### src/rtl/cpu_pkg.sv
// Shared CPU constants: datapath width and the ALU opcodes that the decoder owns.
package cpu_pkg;

  localparam int unsigned DATA_W = 8;

  localparam int unsigned ALU_OP_W = 5;
  localparam logic [ALU_OP_W-1:0] ALU_OP_ROUND = 5'h1a;

  // Power of two with only bit (width-1) set; used as the overflow threshold.
  function automatic logic [DATA_W-1:0] msb_of(input int unsigned width);
    logic [DATA_W-1:0] v;
    v = '0;
    v[width-1] = 1'b1;
    return v;
  endfunction

endpackage

### src/rtl/msb_smear.sv
// Pure combinational right-smear: every bit at or below the highest set bit becomes 1.
module msb_smear
  import cpu_pkg::*;
#(
  parameter int unsigned WIDTH = DATA_W
) (
  input  logic [WIDTH-1:0] din,
  output logic [WIDTH-1:0] dout
);

  logic [WIDTH-1:0] s;

  // log2(WIDTH) OR stages with doubling shift distance.
  always_comb begin
    s = din;
    for (int unsigned sh = 1; sh < WIDTH; sh = sh * 2) begin
      s = s | (s >> sh);
    end
    dout = s;
  end

endmodule

### src/rtl/round_up_power_of_2.sv
// Registered round-up-to-power-of-two ALU helper: rounded = smear(op1 - 1) + 1, one cycle latency.
module round_up_power_of_2
  import cpu_pkg::*;
#(
  parameter int unsigned WIDTH = DATA_W
) (
  input  logic             clk,
  input  logic             rst,
  input  logic             in_valid,
  input  logic [WIDTH-1:0] op1,
  output logic [WIDTH-1:0] rounded,
  output logic             out_valid,
  output logic             overflow
);

  localparam logic [WIDTH-1:0] ONE = WIDTH'(1);
  localparam logic [WIDTH-1:0] MSB = ONE << (WIDTH - 1);

  logic [WIDTH-1:0] dec;
  logic [WIDTH-1:0] smeared;
  logic [WIDTH-1:0] rounded_d, rounded_q;
  logic             overflow_d, overflow_q;
  logic             out_valid_q;

  // Modular wraparound maps op1 = 0 and op1 > MSB to 0.
  assign dec = op1 - ONE;

  msb_smear #(
    .WIDTH(WIDTH)
  ) u_smear (
    .din (dec),
    .dout(smeared)
  );

  assign rounded_d  = smeared + ONE;
  assign overflow_d = (op1 > MSB);

  always_ff @(posedge clk) begin
    if (rst) begin
      rounded_q   <= '0;
      overflow_q  <= 1'b0;
      out_valid_q <= 1'b0;
    end else begin
      out_valid_q <= in_valid;
      if (in_valid) begin
        rounded_q  <= rounded_d;
        overflow_q <= overflow_d;
      end
    end
  end

  assign rounded   = rounded_q;
  assign overflow  = overflow_q;
  assign out_valid = out_valid_q;

endmodule

### config.mk
export PLATFORM = sky130hd
export DESIGN_NAME = round_up_power_of_2
export DESIGN_NICKNAME = d
export VERILOG_FILES = /design/src/rtl/cpu_pkg.sv /design/src/rtl/msb_smear.sv /design/src/rtl/round_up_power_of_2.sv
export SDC_FILE = /design/constraint.sdc
export NUM_CORES = 1
export LEC_CHECK = 0
export ABC_AREA = 1
export CAP_MARGIN = 0
export CORE_AREA = 2 2 39 41
export DETAILED_ROUTE_END_ITERATION = 7
export DIE_AREA = 0 0 41 43
export DONT_BUFFER_PORTS = 1
export PLACE_DENSITY = 0.77
export SETUP_SLACK_MARGIN = 0.02
export SLEW_MARGIN = 30
export SYNTH_ARGS = -nofsm -noshare
export SYNTH_HDL_FRONTEND = slang
export SYNTH_SLANG_ARGS = --single-unit
### constraint.sdc
create_clock -name clk -period 2.7 [get_ports clk]
set_input_delay 0.54 -clock clk [delete_from_list [all_inputs] [get_ports clk]]
set_output_delay 0.54 -clock clk [all_outputs]
set_load 0.05 [all_outputs]
After elaboration in Yosys (flattened, before gate mapping)
Index checks and enable logic that the tools add are counted.
{"block": "word_totals", "in_bits": 11, "output_inout_bits": 10, "elab_cells": 9, "ff_bits": 10}
{"block": "op_classes", "order_cmp": 1, "add_sub_neg": 2, "bitwise": 3}
{"op": "$add A8 B1 Y8 const B", "n": 1}
{"op": "$gt A8 B8 Y1 const B", "n": 1}
{"op": "$or A8 B4 Y8", "n": 1}
{"op": "$or A8 B6 Y8", "n": 1}
{"op": "$or A8 B7 Y8", "n": 1}
{"op": "$sub A8 B1 Y8 const B", "n": 1}

Logic depth before layout (Yosys ltp)
Gate-level depths: netlist (run 1).
{"block": "depth", "word_depth": 5, "mapped_depth": 15}

Modules after synthesis
A second synthesis (run 1) with hierarchy kept.
{"block": "hier_totals", "hier_cells": 130, "hier_area_um2": 777.0}
{"mod": "round_up_power_of_2", "n_inst": 1, "area_per_inst_um2": 674.4, "cells_each": 105}
{"mod": "msb_smear", "n_inst": 1, "area_per_inst_um2": 102.6, "cells_each": 25}

Least setup slack after synthesis (run 1)
No wires, ideal clock.
{"block": "synth_path", "kind": "input -> register", "startpoint": "in op1[0]", "endpoint": "reg rounded_q[4] (netlist: rounded[4])", "arrival_ns": 1.981, "required_time_ns": 2.582, "setup_slack_ns": 0.601, "stages": 13, "cell_sequence": "inv_1 -> ha_1 -> xor2_1 -> nand3b_1 -> inv_2 -> nand2_2 -> nor2_4 -> nand2_2 -> ha_1 -> nand4_1 -> clkinv_1 -> nor2_1 -> nor2_1"}
{"block": "synth_between", "elab_chain_cells": 5}
{"item": "from (decl)", "line_no": "round_up_power_of_2.sv:10", "rtl": "input logic [WIDTH-1:0] op1,"}
{"item": "$sub A8 B1 Y8", "line_no": "round_up_power_of_2.sv:26", "rtl": "assign dec = op1 - ONE;"}
{"item": "$or A8 B7 Y8", "line_no": "msb_smear.sv:17", "rtl": "s = s | (s >> sh);"}
{"item": "$or A8 B6 Y8", "line_no": "msb_smear.sv:17"}
{"item": "$or A8 B4 Y8", "line_no": "msb_smear.sv:17"}
{"item": "$add A8 B1 Y8", "line_no": "round_up_power_of_2.sv:35", "rtl": "assign rounded_d = smeared + ONE;"}
{"item": "to (signal assigned)", "line_no": "round_up_power_of_2.sv:46", "rtl": "rounded_q <= rounded_d;"}
{"item": "to (decl)", "line_no": "round_up_power_of_2.sv:21", "rtl": "logic [WIDTH-1:0] rounded_d, rounded_q;"}
No other way between the ends.
A chain may end at the register's enable or synchronous reset.

Worst setup path after layout (run 1)
{"block": "layout_path", "startpoint": "in op1[0]", "endpoint": "reg rounded_q[6] (netlist: rounded[6])"}
The elaborated chain is that of the path after synthesis.

==> results.cfg, run 1 <==
[clock_network]
cts_hold_buf = 0
cts_tree = done
htree_levels = 1
path_clk_slew_ps = 60
cts_buffers = 3
post_cts_buffers = 0
clock-sinks = 10
clk_latency_ps = 260
cts_root_buf = clkbuf_4
cts-resized-gates = 0
cts_max_path_buffers = 2

[sta]
rsz0062_at_grt = false
worst_pin_slew_ps = 526
post-route-min-period_ps = 2010
relSlewSlack_pct = 64.9
finalHoldViolCount = 0
fmax_ghz = 0.496
finalWorstSetupSlack_ps = 685
setup-tns-final_ps = 0
post-route-period-util_pct = 74.6
slew_viol_final = 0
finalSetupViolations = 0
finClkSkew_ps = 0

[setup_path]
required_ps = 2890
end_kind = register
criticalPathCategory = in -> reg
cp_max_fo = 6
cp.arrival_ps = 2200
cp-start-kind = input pin

[yosys]
synth.distinct_cells = 21
yosysTopAreaCell = dfxtp_1
synth.avg_cell_area_sq_um = 6.82
netlist_area_sq_um = 751
yosysWarnings = 0
netlist.area_leader.share_pct = 26.7
synthCells = 110
synth_seq_area_share_pct = 26.7
synth_fp_nets = 125
synthTopCellsByArea = dfxtp_1 (27%), nand2_1 (12%), nand3_1 (8.7%), ha_1 (6.7%), nand4_1 (6.7%)
synth_seq_cells = 10

[power]
p_leak_uw = 0.000383
ir_drop_mv = 0.137
power.density_mw_per_mm2 = 413

[global_routing]
grt_antenna_before_repair = 0
grt_usage_pct = 20.6
grt_pass1_wl_microns = 2460
grt_overflow = 0
grt_pass1_vias = 643
grt_max_degree = 9

[placed_design]
place_area_sq_um = 771
place_congestion = 0.851
dp_slack_ps = 405
dp_hpwl_microns = 1230
portBuffers = 0

[cells_and_area]
multi_input_area_sq_um = 490
final_nets = 130
syn_to_final_growth_pct = 5.67
design_area_sq_um = 793
drive_gt1_share_pct = 20.4
antenna_cells = 0
seq_area_sq_um = 200
fillers = 146

[route]
vias_per_cell = 5.33
antenna_left = 0
wl_microns = 1540
drc = 0
vias = 687
dr.pass1.iters = 4
drt_iter0_markers = 10
post_drt_wl_per_cell_microns = 11.9

[floorplan]
io_pins = 21
core_area_sq_mm = 0.00138
dieArea_sq_mm = 0.00176
die_w_microns = 41
dieHeight_microns = 43
num_rows = 14
start_util_pct = 54.2

[flow_run]
drv_cap = 0

[min_path]
hold_class = in -> reg

[status]
status = finished, final reports clean
-- report_power, final --
group          switching [uW]  internal [uW]
clock network            46.8           51.3
registers                19.2            152
logic                    38.8           19.5
total                     105            223
-- area by class of cell --
cell class                      instances  area share, %
Clock buffer                            3           2.84
Inverter                               16           7.57
Multi-Input combinational cell         84           61.8
Sequential cell                        10           25.2
Tap cell                               16           2.52
-- cells in the final DEF (no fill, tap or decap) --
master and count:
nand2_2 7, inv_1 13, nor2_4 2, o21ai_0 2, clkinv_1 1, clkbuf_4 3, nand3_1 13, o21ai_1 2
nor2_8 1, nor2_2 4, nand2_4 2, nand2_1 24, dfxtp_1 10, o21ai_2 2, xor2_1 1, a21oi_1 2
o31ai_1 1, nand3b_1 1, inv_2 2, nand4_1 8, ha_1 4, nor2_1 8
-- flip-flops by register name, summed over array words and instances (netlist names) --
name / flops
overflow: 1
out_valid: 1
rounded: 8
-- critical path: stages --
cell      delay, ps
inv_1            70
ha_1            280
xor2_1          180
nand3b_1        200
inv_2            70
nand2_2          60
nor2_4          120
nand2_2          70
ha_1            260
inv_1            90
nand2_1          50
nand2_1          60
nand2_1          50
a21oi_1         110
-- Yosys cell counts --
| library cell | instances |
|---|---|
| nand2_1 | 24 |
| inv_1 | 13 |
| nand3_1 | 13 |
| dfxtp_1 | 10 |
| nand4_1 | 8 |
| nor2_1 | 8 |
| nand2_2 | 7 |
| ha_1 | 4 |
| nor2_2 | 4 |
| a21oi_1 | 2 |
| inv_2 | 2 |
| nand2_4 | 2 |
| nor2_4 | 2 |
| o21ai_0 | 2 |
| o21ai_1 | 2 |
| o21ai_2 | 2 |
| clkinv_1 | 1 |
| nand3b_1 | 1 |
| nor2_8 | 1 |
| o31ai_1 | 1 |
| xor2_1 | 1 |
-- cells by family (layout without fill, tap and decap cells) --
| logic type | count (synthesis) | after routing | synth area share, % |
|---|---|---|---|
| buf+inv | 16 | 19 | 8.00 |
| fa+ha+maj | 4 | 4 | 6.67 |
| flops | 10 | 10 | 26.7 |
| xor+xnor | 1 | 1 | 1.17 |
| simple gates | 70 | 70 | 50.2 |
| compound gates | 9 | 9 | 7.33 |
-- path summary, 6_finish.rpt --
kind / end / cells after the start / slack [ps] / start
setup / recovery: rounded[6] / 14 / 690 / op1[0]
hold / removal: rounded[5] / 1 / 340 / rst
setup reg to reg: rounded[0] / 2 / 1740 / rounded[0]
hold reg to reg: rounded[5] / 2 / 700 / rounded[5]
-- layer usage --
layer | wire (microns) | up-vias | GRT usage [%]
li1 | - | 367 | -
met1 | 629 | 296 | 22.5
met2 | 799 | 20 | 35.3
met5 | 0 | - | 0
met3 | 80 | 4 | 3.66
met4 | 27 | 0 | 10.0
-- stage by stage --
step	total power (uW)	std cells	util (%)	hold slack, ps
floorplan	224	110	-	609
global placement	232	126	55.7	610
detailed placement	233	126	55.7	612
CTS	330	129	57.3	338
global route	341	129	57.3	336
finish	328	129	57.3	345
(Power assumes the default switching activity.)
==> run 2, diff against run 1 <==
--- a/config.mk
+++ b/config.mk
@@ -5,13 +5,13 @@
 export SDC_FILE = /design/constraint.sdc
 export NUM_CORES = 1
 export LEC_CHECK = 0
-export ABC_AREA = 1
+export ABC_AREA = 0
 export CAP_MARGIN = 0
-export CORE_AREA = 2 2 39 41
+export CORE_AREA = 2 2 41 43
 export DETAILED_ROUTE_END_ITERATION = 7
-export DIE_AREA = 0 0 41 43
+export DIE_AREA = 0 0 43 45
 export DONT_BUFFER_PORTS = 1
-export PLACE_DENSITY = 0.77
+export PLACE_DENSITY = 0.74
 export SETUP_SLACK_MARGIN = 0.02
 export SLEW_MARGIN = 30
 export SYNTH_ARGS = -nofsm -noshare
==> constraint.sdc (replaced) <==
create_clock -name clk -period 1.7 [get_ports clk]
set_input_delay 0.34 -clock clk [delete_from_list [all_inputs] [get_ports clk]]
set_output_delay 0.34 -clock clk [all_outputs]
set_load 0.05 [all_outputs]
==> results.cfg, run 2 <==
[status]
status = complete, but fails checks
violations = negative setup slack

[clock_network]
clock-sinks = 10
cts_root_buf = clkbuf_4
cts_buffers = 3
path_clk_slew_ps = 60
htree_levels = 1
clk_latency_ps = 260
cts_max_path_buffers = 2
cts_hold_buf = 0
cts_tree = done

[yosys]
netlist_area_sq_um = 763
synth.distinct_cells = 38
synth_most_common_cell = dfxtp_1
yosysWarnings = 0
synth_edf_count = 0
synth.avg_cell_area_sq_um = 8.67
netlist.area_leader.share_pct = 26.2
synth_seq_cells = 10
synth_common_cells = dfxtp_1 (10), nand2_1 (6), nand2b_1 (6)
ys.flop_type = dfxtp_1
synthTopCellsByArea = dfxtp_1 (26%), ha_1 (6.6%), nand2b_1 (4.9%), xor2_1 (3.4%), a21oi_1 (3.3%)
synthCells = 88
synth_fp_nets = 103
synth_seq_area_share_pct = 26.2
synthArstFlopShare_pct = 0
yosysTopAreaCell = dfxtp_1

[sta]
fmax_ghz = 0.531
worst_pin_slew_ps = 517
finClkSkew_ps = 0
rsz0062_at_grt = true
post-route-min-period_ps = 1880
post-route-period-util_pct = 111
slew_viol_final = 0
finalSetupViolations = 3
hold_ws_ps = 139
finalHoldViolCount = 0
setup-tns-final_ps = -421
relSlewSlack_pct = 65.5
finalWorstSetupSlack_ps = -182

[global_routing]
grt_pass1_wl_microns = 3130
grt_pass1_vias = 705
grt_antenna_before_repair = 0
grt_overflow = 0
grt_max_degree = 17
grt_usage_pct = 22.3

[placed_design]
place_congestion = 0.860
place_area_sq_um = 911
dp_slack_ps = -498
dp_hpwl_microns = 1390
portBuffers = 0

[cells_and_area]
fillers = 130
mostFrequentLayoutCell = buf_4
seq_area_sq_um = 200
final_cell_mix = buf_4 (21), dfxtp_1 (10), nand2b_1 (6)
largest_reg_flops = 8
design_area_sq_mm = 0.00100
drive_gt1_share_pct = 37.4
syn_to_final_growth_pct = 31.6
final_nets = 124
multi_input_area_sq_um = 589
antenna_cells = 0

[setup_path]
end_kind = register
criticalPathCategory = in -> reg
required_ps = 1880
cp_slowest_cell = a211o_1
reg2reg_depth = 3
path_delay_family = compound AO/OA/AOI/OAI gates
critPathMostFrequentCell = ha_4
max_stage_delay_ps = 300
cp.arrival_ps = 2060
worstSetupPathDepth = 10
cp_max_fo = 5
critPathBufInv = 1
crit_chain = inv_2, ha_4, o21bai_4, a211o_1, a31oi_4, and2_4, nand2_2, ha_4, mux2_4, a211oi_2
cp-start-kind = input pin

[floorplan]
dieArea_sq_mm = 0.00194
core_area_sq_mm = 0.00147
num_rows = 14
die_w_microns = 43
io_pins = 21
dieHeight_microns = 45
start_util_pct = 51.9

[power]
total_power_uw = 533
ir_drop_mv = 0.589
p_leak_uw = 0.000406
power.density_mw_per_mm2 = 531

[route]
vias = 748
drt_iter0_markers = 12
antenna_left = 0
wl_microns = 1890
vias_per_cell = 6.08
drc = 0
dr.pass1.iters = 4
post_drt_wl_per_cell_microns = 15.3

[flow_run]
drv_cap = 0

[min_path]
hold_depth = 1
hold_class = in -> reg
run 2: cell count changes after synthesis, sizes merged, moves of 6 or more:
cell | previous run | this run
nor2 | 15 | 5
inv | 15 | 4
nand3 | 13 | 5
nand2 | 33 | 6
nand4 | 8 | 2
nand2b | 0 | 6
run 2: logic make-up (layout without fill, tap and decap cells):
group	after synthesis	count (layout)	synth area share (%)
and+or+nand+nor	37	37	30.2
AOI/OAI and AO/OA	21	21	21.5
DFF	10	10	26.2
buffers and inverters	9	28	6.56
adders and majority gates	4	4	6.56
muxes	4	4	5.57
xor gates and xnor gates	3	3	3.44
run 2: area by class of cell:
type / count / area share, %
flip-flops and latches: 10 / 19.9
well taps: 16 / 1.99
multi-input cells: 69 / 58.7
inverters: 4 / 1.49
repair buffers: 21 / 15.7
clock buffers: 3 / 2.24
run 2: repair_timing:
action / in CTS / in global routing
gates resized for setup: 7 / 1
setup buffers: 3 / 1
setup endpoints to repair: 4 / 4
pin swaps: 8 / 3
gates cloned: 0 / 0
run 2: final timing paths:
path              startpoint         end  slack (ps)
setup / recovery      op1[1]  rounded[6]        -180
hold / removal           rst  rounded[0]         140
setup reg to reg  rounded[2]  rounded[2]         590
hold reg to reg     overflow    overflow         720
run 2: layer usage:
| layer | wire, microns | vias to the layer above | track usage (%) |
|---|---|---|---|
| met5 | 0 | - | 0 |
| met4 | 23 | 0 | 7.27 |
| met3 | 117 | 5 | 8.40 |
| met2 | 964 | 23 | 38.5 |
| met1 | 780 | 356 | 25.7 |
| li1 | - | 364 | - |
run 2: power by group:
part           internal (uW)  switching [uW]
clock                   81.4            72.7
sequential               241            27.9
combinational           64.4            45.7
total                    387             146
run 2: stage by stage:
| step | cells | utilization [%] |
|---|---|---|
| after floorplan | 88 | - |
| after global placement | 116 | 61.9 |
| after detailed placement | 116 | 61.9 |
| after CTS | 122 | 67.4 |
| after global routing | 123 | 68.3 |
| final | 123 | 68.3 |
==> run 3, diff against run 2 <==
==> constraint.sdc (replaced) <==
create_clock -name clk -period 1.7 [get_ports clk]
set_input_delay 0.34 -clock clk [delete_from_list [all_inputs] [get_ports clk]]
set_output_delay 0.34 -clock clk [all_outputs]
set_load 0.01 [all_outputs]
==> results.cfg, run 3 (synthesized netlist as in run 2, its figures left out) <==
[sta]
slew_viol_final = 0
rsz0062_at_grt = true
finalWorstSetupSlack_ps = -196
post-route-min-period_ps = 1900
fmax_ghz = 0.528
finClkSkew_ps = 0
finalHoldViolCount = 0
post-route-period-util_pct = 112
worst_pin_slew_ps = 354
relSlewSlack_pct = 76.2
finalSetupViolations = 3

[cells_and_area]
drive_gt1_share_pct = 39.4
antenna_cells = 0
design_area_sq_mm = 0.00104
fillers = 114
seq_area_sq_um = 200
final_nets = 125
syn_to_final_growth_pct = 35.9
stdcell_count = 125
multi_input_area_sq_um = 596
largest_reg_flops = 8
final_cell_mix = buf_4 (22), dfxtp_1 (10), nand2b_1 (6)
mostFrequentLayoutCell = buf_4

[setup_path]
max_stage_delay_ps = 310
end_kind = register
crit_start = op1[1]
criticalPathCategory = in -> reg
crit_chain = inv_4, ha_4, o21bai_4, a211o_1, a31oi_4, and2_4, nand2_4, ha_4, mux2_4, a211oi_2
critPathMostFrequentCell = ha_4
cp_max_fo = 5
cp.arrival_ps = 2090
cp_slowest_cell = a211o_1
cp-start-kind = input pin
critPathBufInv = 1
required_ps = 1890
path_delay_family = compound AO/OA/AOI/OAI gates
rr_startpoint = rounded[2]

[global_routing]
grtUsageMet2_pct = 44.5
busiest_layer = met2
grt_pass1_vias = 764
use_met1_pct = 30.1
grt_antenna_before_repair = 0
grt_overflow = 0
grt_pass1_wl_microns = 3550
grt_usage_pct = 24.5
met3_usage_pct = 6.00
grt_max_degree = 17

[route]
dr.pass1.iters = 4
post_drt_wl_per_cell_microns = 16.9
vias = 752
drc = 0
vias_per_cell = 6.02
drt_iter0_markers = 14
wl_microns = 2110
antenna_left = 0

[floorplan]
num_rows = 14
core_area_sq_mm = 0.00147
dieHeight_microns = 45
dieArea_sq_mm = 0.00194
die_w_microns = 43
io_pins = 21
start_util_pct = 51.9

[clock_network]
path_clk_slew_ps = 70
cts_buffers = 3
htree_levels = 1
clk_latency_ps = 260
cts_tree = done
cts_max_path_buffers = 2
cts_hold_buf = 0
cts_root_buf = clkbuf_4
clock-sinks = 10

[placed_design]
place_congestion = 0.858
portBuffers = 0
dp_slack_ps = -507
place_area_sq_um = 911
dp.cells = 116
dp_hpwl_microns = 1410

[power]
ir_drop_mv = 0.534
p_leak_uw = 0.000431
power.density_mw_per_mm2 = 560

[min_path]
hold_class = in -> reg
min-delay-start = rst

[status]
violations = negative setup slack
status = complete, but fails checks

[flow_run]
drv_cap = 0
==> run 3: path summary, 6_finish.rpt <==
path / end / cells past startpoint / slack (ps)
worst max-delay path: rounded[6] / 10 / -200
worst min register to register: overflow / 2 / 510
worst max register to register: rounded[2] / 3 / 880
worst min-delay path: rounded[0] / 1 / 130
==> run 3: through the flow <==
| stage | utilization, % | total power (uW) | setup TNS [ps] | hold WS, ps |
|---|---|---|---|---|
| 3_5_place_dp | 61.9 | 352 | -1930 | 408 |
| 5_1_grt | 70.5 | 605 | -706 | 113 |
| 6_report | 70.5 | 581 | -467 | 127 |
| 3_3_place_gp | 61.9 | 349 | -1630 | 407 |
| 4_1_cts | 70.1 | 578 | -362 | 124 |
| 2_1_floorplan | - | 332 | -2370 | 489 |
==> run 3: final cells by class <==
cell class,instances,area share (%)
repair buffers,22,15.9
well taps,16,1.93
clock buffers,4,3.50
flip-flops and latches,10,19.3
inverters,4,1.93
multi-input cells,69,57.4
==> run 3: what timing repair did <==
item / CTS / global route
gates resized for setup: 11 / 2
cloned: 0 / 0
setup endpoints to repair: 4 / 4
buffers inserted: 5 / 0
pin swaps: 9 / 0
==> run 3: report_power, final <==
part / switching (uW) / leakage [uW] / internal [uW] / total [uW]
Combinational: 48.5 / 0.000329 / 66.2 / 115
Clock: 87.0 / 0.0000210 / 130 / 217
Sequential: 7.60 / 0.0000815 / 241 / 249
Total: 143 / 0.000431 / 437 / 581
==> run 3: metal layers <==
layer / share of wire, % / routed length [microns]
met1: 42 / 893
met2: 51 / 1080
met3: 6.3 / 132
met4: 0 / 0
met5: 0 / 0
